File: config.mk
export PLATFORM = sky130hd
export DESIGN_NAME = main_preload_run_ctrl
export DESIGN_NICKNAME = d
export VERILOG_FILES = /design/src/rtl/main_tb_pkg.sv /design/src/rtl/main_preload_run_ctrl_packer.sv /design/src/rtl/main_preload_run_ctrl.sv
export SDC_FILE = /design/constraint.sdc
export NUM_CORES = 1
export LEC_CHECK = 0
export CAP_MARGIN = 20
export CORE_ASPECT_RATIO = 1.1
export CORE_MARGIN = 10
export CORE_UTILIZATION = 40
export CTS_CLUSTER_DIAMETER = 30
export CTS_CLUSTER_SIZE = 30
export DETAILED_ROUTE_END_ITERATION = 8
export GPL_ROUTABILITY_DRIVEN = 0
export PLACE_DENSITY = 0.71
export SLEW_MARGIN = 30
export SYNTH_ARGS = -nofsm -noshare
export SYNTH_HDL_FRONTEND = slang
export SYNTH_HIERARCHICAL = 1
export SYNTH_SLANG_ARGS = --single-unit
File: constraint.sdc
create_clock -name clock -period 6.6 [get_ports clock]
set_clock_uncertainty 0.05 [all_clocks]
set_input_delay 1.98 -clock clock [delete_from_list [all_inputs] [get_ports clock]]
set_output_delay 1.98 -clock clock [all_outputs]
set_load 0.01 [all_outputs]
File: src/rtl/main_tb_pkg.sv
// Shared types and sizing helpers for the main accelerator preload/run controller.
package main_tb_pkg;

  typedef enum logic [2:0] {
    ST_IDLE,
    ST_FILL,
    ST_WRITE,
    ST_START,
    ST_RUN,
    ST_REPORT
  } state_t;

  localparam int unsigned MAX_CYCLES_DEFAULT = 200000000;
  localparam int          NUM_CH             = 2;

  function automatic int lanes_of(input int data_w);
    return data_w / 8;
  endfunction

  // Lane counter must represent 0..LANES inclusive.
  function automatic int lane_cnt_w(input int data_w);
    return $clog2(data_w / 8 + 1);
  endfunction

endpackage

File: src/rtl/main_preload_run_ctrl_packer.sv
// Packs a little-endian byte stream into one slave memory word; unused lanes stay zero.
module byte_word_packer
  import main_tb_pkg::*;
#(
  parameter int DATA_W = 64,
  parameter int SIZE_W = 7,
  localparam int LANES = lanes_of(DATA_W),
  localparam int NW    = lane_cnt_w(DATA_W)
) (
  input  logic              clk,
  input  logic              rst_n,
  input  logic              i_take,
  input  logic [7:0]        i_byte,
  input  logic              i_flush,
  output logic [DATA_W-1:0] o_word,
  output logic [NW-1:0]     o_cnt,
  output logic              o_last_lane,
  output logic [SIZE_W-1:0] o_size
);

  logic [DATA_W-1:0] r_word;
  logic [NW-1:0]     r_cnt;
  logic [LANES-1:0]  r_lane_oh;

  // One-hot lane pointer selects the byte slot written by the next accepted byte.
  always_ff @(posedge clk or negedge rst_n) begin
    if (!rst_n) begin
      r_word    <= '0;
      r_cnt     <= '0;
      r_lane_oh <= LANES'(1);
    end else if (i_flush) begin
      r_word    <= '0;
      r_cnt     <= '0;
      r_lane_oh <= LANES'(1);
    end else if (i_take) begin
      for (int l = 0; l < LANES; l++) begin
        if (r_lane_oh[l]) r_word[l*8 +: 8] <= i_byte;
      end
      r_cnt     <= r_cnt + NW'(1);
      r_lane_oh <= r_lane_oh << 1;
    end
  end

  assign o_word      = r_word;
  assign o_cnt       = r_cnt;
  assign o_last_lane = (r_cnt == NW'(LANES - 1));
  assign o_size      = SIZE_W'({r_cnt, 3'b000});

endmodule

File: src/rtl/main_preload_run_ctrl.sv
// Preloads main's memory over slave channel 0, pulses start_port, and measures cycles to done_port.
module main_preload_run_ctrl
  import main_tb_pkg::*;
#(
  parameter int          ADDR_W     = 9,
  parameter int          DATA_W     = 64,
  parameter int          SIZE_W     = 7,
  parameter int unsigned BASE_ADDR  = 0,
  parameter int          CNT_W      = 32,
  parameter int unsigned MAX_CYCLES = MAX_CYCLES_DEFAULT
) (
  input  logic                  clock,
  input  logic                  reset,
  input  logic                  go,
  input  logic                  go_skip_preload,
  input  logic                  s_byte_valid,
  input  logic [7:0]            s_byte_data,
  input  logic                  s_byte_last,
  output logic                  s_byte_ready,
  output logic [1:0]            S_oe_ram,
  output logic [1:0]            S_we_ram,
  output logic [2*ADDR_W-1:0]   S_addr_ram,
  output logic [2*DATA_W-1:0]   S_Wdata_ram,
  output logic [2*SIZE_W-1:0]   S_data_ram_size,
  input  logic [1:0]            Sout_DataRdy,
  output logic                  start_port,
  input  logic                  done_port,
  output logic                  busy,
  output logic                  result_valid,
  output logic [CNT_W-1:0]      result_cycles,
  output logic                  result_timeout
);

  localparam int NW = lane_cnt_w(DATA_W);

  state_t            r_state, w_next;
  logic [ADDR_W-1:0] r_addr;
  logic [CNT_W-1:0]  r_count;
  logic [CNT_W-1:0]  w_count_inc;
  logic              r_last_seen;
  logic              r_result_valid;
  logic [CNT_W-1:0]  r_result_cycles;
  logic              r_result_timeout;

  logic              w_take, w_wr_acc, w_go, w_limit, w_flush;
  logic [DATA_W-1:0] w_word;
  logic [NW-1:0]     w_cnt;
  logic              w_last_lane;
  logic [SIZE_W-1:0] w_size;
  logic              w_unused;

  assign w_unused    = Sout_DataRdy[1];
  assign w_take      = (r_state == ST_FILL) && s_byte_valid;
  assign w_wr_acc    = (r_state == ST_WRITE) && Sout_DataRdy[0];
  assign w_go        = (r_state == ST_IDLE) && go;
  assign w_count_inc = r_count + CNT_W'(1);
  assign w_limit     = (w_count_inc == CNT_W'(MAX_CYCLES));
  assign w_flush     = w_wr_acc || w_go;

  byte_word_packer #(
    .DATA_W (DATA_W),
    .SIZE_W (SIZE_W)
  ) u_packer (
    .clk         (clock),
    .rst_n       (reset),
    .i_take      (w_take),
    .i_byte      (s_byte_data),
    .i_flush     (w_flush),
    .o_word      (w_word),
    .o_cnt       (w_cnt),
    .o_last_lane (w_last_lane),
    .o_size      (w_size)
  );

  always_ff @(posedge clock or negedge reset) begin
    if (!reset) r_state <= ST_IDLE;
    else        r_state <= w_next;
  end

  always_comb begin
    w_next = r_state;
    case (r_state)
      ST_IDLE:   if (go) w_next = go_skip_preload ? ST_START : ST_FILL;
      ST_FILL:   if (w_take && (w_last_lane || s_byte_last)) w_next = ST_WRITE;
      ST_WRITE:  if (Sout_DataRdy[0]) w_next = r_last_seen ? ST_START : ST_FILL;
      ST_START:  w_next = ST_RUN;
      ST_RUN:    if (done_port || w_limit) w_next = ST_REPORT;
      ST_REPORT: w_next = ST_IDLE;
      default:   w_next = ST_IDLE;
    endcase
  end

  // Slave bus is driven only while a write is pending; channel 1 is tied off.
  always_comb begin
    s_byte_ready    = (r_state == ST_FILL);
    start_port      = (r_state == ST_START);
    busy            = (r_state != ST_IDLE);
    S_oe_ram        = 2'b00;
    S_we_ram        = 2'b00;
    S_addr_ram      = '0;
    S_Wdata_ram     = '0;
    S_data_ram_size = '0;
    if (r_state == ST_WRITE) begin
      S_we_ram        = 2'b01;
      S_addr_ram      = {ADDR_W'(0), r_addr};
      S_Wdata_ram     = {DATA_W'(0), w_word};
      S_data_ram_size = {SIZE_W'(0), w_size};
    end
  end

  always_ff @(posedge clock or negedge reset) begin
    if (!reset) begin
      r_addr           <= '0;
      r_count          <= '0;
      r_last_seen      <= 1'b0;
      r_result_valid   <= 1'b0;
      r_result_cycles  <= '0;
      r_result_timeout <= 1'b0;
    end else begin
      case (r_state)
        ST_IDLE: if (go) begin
          r_addr           <= ADDR_W'(BASE_ADDR);
          r_count          <= '0;
          r_last_seen      <= 1'b0;
          r_result_valid   <= 1'b0;
          r_result_cycles  <= '0;
          r_result_timeout <= 1'b0;
        end
        ST_FILL:  if (w_take && s_byte_last) r_last_seen <= 1'b1;
        ST_WRITE: if (Sout_DataRdy[0]) r_addr <= r_addr + ADDR_W'(w_cnt);
        ST_START: r_count <= '0;
        ST_RUN: begin
          r_count <= w_count_inc;
          // done wins over the timeout when both land on the same cycle
          if (done_port) begin
            r_result_cycles <= w_count_inc;
            r_result_valid  <= 1'b1;
          end else if (w_limit) begin
            r_result_cycles  <= CNT_W'(MAX_CYCLES);
            r_result_timeout <= 1'b1;
            r_result_valid   <= 1'b1;
          end
        end
        default: ;
      endcase
    end
  end

  assign result_valid   = r_result_valid;
  assign result_cycles  = r_result_cycles;
  assign result_timeout = r_result_timeout;

endmodule

==> flow_summary.toml <==
[outcome]
run_status = "completed"

[detailed_routing]
detail_route.iter0.violations = 520
via_count = 7071
postRouteWirelength_um = 23600
route.detailed.drc = 0
drt-vias-per-instance = 5.15
routedWlPerCell_um = 17.2
ant_nets = 0
firstDrtPassIters = 5

[power_and_ir_drop]
p_leak_nw = 4.71
p_int_mw = 1.71
power.net_switching_mw = 0.984
power_frac_clock_pct = 36.1
worst_ir_drop_vdd_mv = 0.170
comb_power_share_pct = 23.9
seq_power_share_pct = 40.0
switching_share_pct = 36.5
power_density_nw_per_um2 = 248

[synthesis]
synth_enable_flop_cells = 0
ys_async_sr_fraction_pct = 100
yosysSeqAreaShare_pct = 41.6
gate_count_after_technology_mapping = 1003
avgSynthCellArea_um2 = 9.30
synth_cell_types = 58
synthFlopType = "dfrtp_1"
ys_seq_elements = 155
synth-warning-count = 6
synth_area_um2 = 9330

[setup_path]
regToRegStartpoint = "r_count[0]"
setup.worst_path.class = "reg -> out"
worst-endpoint-arrival_ps = 2690
r2r_cells = 10
worst-path-max-fanout = 27
worst_setup_path_start_kind = "flip-flop"
cp-end-kind = "output pin"
destination_of_the_worst_register_to_register_timing_path = "result_cycles[22]"
regToRegSetupSlack_ps = 2420
worstPathRequired_ps = 4570

[run]
max_cap_violations = 0

[clocking]
post_cts_resize_count = 0
cts_inserted_buffers = 17
tritoncts = "built"
clock-root-buffer = "clkbuf_16"
ctsHoldBuffers = 0
clk_pin_slew_ps = 70
post-cts-setup-buffers = 0
ctsLongestPathBuffers = 2
ctsHtreeMaxLevel = 4
insertion_delay_ps = 430
cts_sinks = 155

[sta]
timing.final.crit_share_pct = 71.6
finalSetupTns_ps = 0
drv_slew = 0
post-route-min-period_ps = 4720
rsz0062_at_grt = "false"
setup-violations-final = 0
report.final.hold_viol_count = 0
timing.slew.headroom_pct = 43.1
fmax_ghz = 0.212
max_slew.worst_pin.slew_ps = 848

[finish]
design.final.nets = 1086
fillers = 2217
fin_util_pct = 47.4
final_layout_size_suffix_gt1_share_pct = 10.9
area_growth_pct = 16.6
layout_commonest_cell = "dfrtp_1"
most-common-layout-cells = "154 x dfrtp_1, 129 x clkdlybuf4s50_1, 86 x and2_1, 86 x conb_1, 80 x nand3_1"
antenna_cells = 0

[floorplan]
dieArea_um2 = 29800
initial_core_util_pct = 40.7
chipWidth_um = 166
core.rowCount = 58
core_area_um2 = 22900
die-height_um = 180
io_pins = 218

[placement]
hpwl_um = 16700
port_buffers = 130

[global_routing]
grt_pass1_vias = 6711
first_pass_grt_wire_length_um = 37000
gr-total-overflow = 0
antenna_found_initial = 0
gr-usage-all-layers_pct = 15.2
pin_count_of_the_biggest_net_entering_global_routing = 84

[min_path]
hold_depth = 1
hold_path.startpoint = "result_cycles[23]"
capture_endpoint_of_the_worst_hold_path = "result_cycles[23]"
hp-class = "reg -> reg"
[critical path, stage by stage, from the launching register on]
cell and delay [ps]:
dfrtp_1 500, nor3b_4 620, buf_4 370, and2_1 210
clkdlybuf4s50_1 560
[worst max path at each step]
stage | cells past startpoint | startpoint | to | slack [ps]
after floorplan | 5 | r_state[2] | S_Wdata_ram[10] | 3030
after detailed placement | 9 | go | r_addr[7] | 2260
after CTS | 4 | r_state[2] | S_data_ram_size[4] | 1820
after global placement | 4 | r_state[2] | S_Wdata_ram[59] | 1990
after global routing | 4 | r_state[2] | S_data_ram_size[4] | 1660
final | 4 | r_state[2] | S_Wdata_ram[52] | 1880
[cell usage after synthesis, types with 6 or more instances]
master / number / area, um2
ha_1: 7 / 87.6
xor2_1: 15 / 131
a32o_1: 6 / 60.1
nor4_1: 9 / 56.3
nand2_1: 42 / 158
a21oi_1: 72 / 360
a21bo_1: 15 / 150
o21ai_0: 41 / 205
nand3_1: 80 / 400
dfrtp_1: 154 / 3850
o31ai_1: 10 / 75.1
buf_2: 40 / 200
o2bb2ai_1: 16 / 140
a21bo_2: 50 / 500
buf_4: 96 / 721
inv_1: 12 / 45.0
nor2_1: 56 / 210
mux2i_1: 9 / 90.1
nor3_1: 12 / 60.1
and2_1: 87 / 544
a211o_1: 12 / 105
clkbuf_1: 40 / 150
nand4_1: 12 / 75.1
and3_1: 11 / 68.8
xnor2_1: 25 / 219
[stage by stage]
step / setup slack, ps / hold WS, ps / std cells / power, mW / instance area (um2)
final: 1880 / 440 / 1374 / 2.69 / 10900
after global routing: 1660 / 456 / 1374 / 2.83 / 10900
after CTS: 1820 / 445 / 1374 / 2.72 / 10900
after detailed placement: 2260 / 423 / 1342 / 1.74 / 10300
after global placement: 1990 / 421 / 1342 / 1.73 / 10300
after floorplan: 3030 / 416 / 1087 / 1.58 / 9640
[area by class of cell]
cell class / instances / area, um2 / share of cell area, %
well taps: 300 / 375 / 3.45
multi-input cells: 733 / 4580 / 42.1
repair buffers: 142 / 1390 / 12.8
inverters: 12 / 45.0 / 0.414
clock inverters: 15 / 171 / 1.58
clock buffers: 17 / 425 / 3.91
flip-flops and latches: 155 / 3880 / 35.7
[registers in the layout, summed over array words and instances, names as in the netlist]
name and flops:
result_timeout 1, r_addr 9, r_last_seen 1, u_packer/o_word 64, u_packer/o_cnt 4, result_valid 1
r_state 3, result_cycles 32, u_packer/r_lane_oh 8, r_count 32
[routing by layer]
| metal | track usage (%) | share of wire (%) |
|---|---|---|
| met5 | 0 | 0 |
| met4 | 4.89 | 1.5 |
| met3 | 3.34 | 6.1 |
| met2 | 25.0 | 49 |
| met1 | 19.1 | 43 |
[power by group through the flow]
stage	clock (mW)	sequential (mW)	combinational, mW
2_1_floorplan	0	1.05	0.529
4_1_cts	0.997	1.08	0.646
3_5_place_dp	0	1.10	0.645
6_report	0.973	1.08	0.643
3_3_place_gp	0	1.09	0.636
5_1_grt	1.03	1.09	0.712
[kinds of logic after synthesis]
logic type	Yosys count	synth area share, %
other cells	2	0.0805
simple gates	340	19.9
mux	11	1.21
buf+inv	199	12.9
compound gates	248	19.4
fa+ha+maj	8	1.15
flops	155	41.6
xor+xnor	40	3.76
Note: power is estimated with default switching activity, not from simulation.
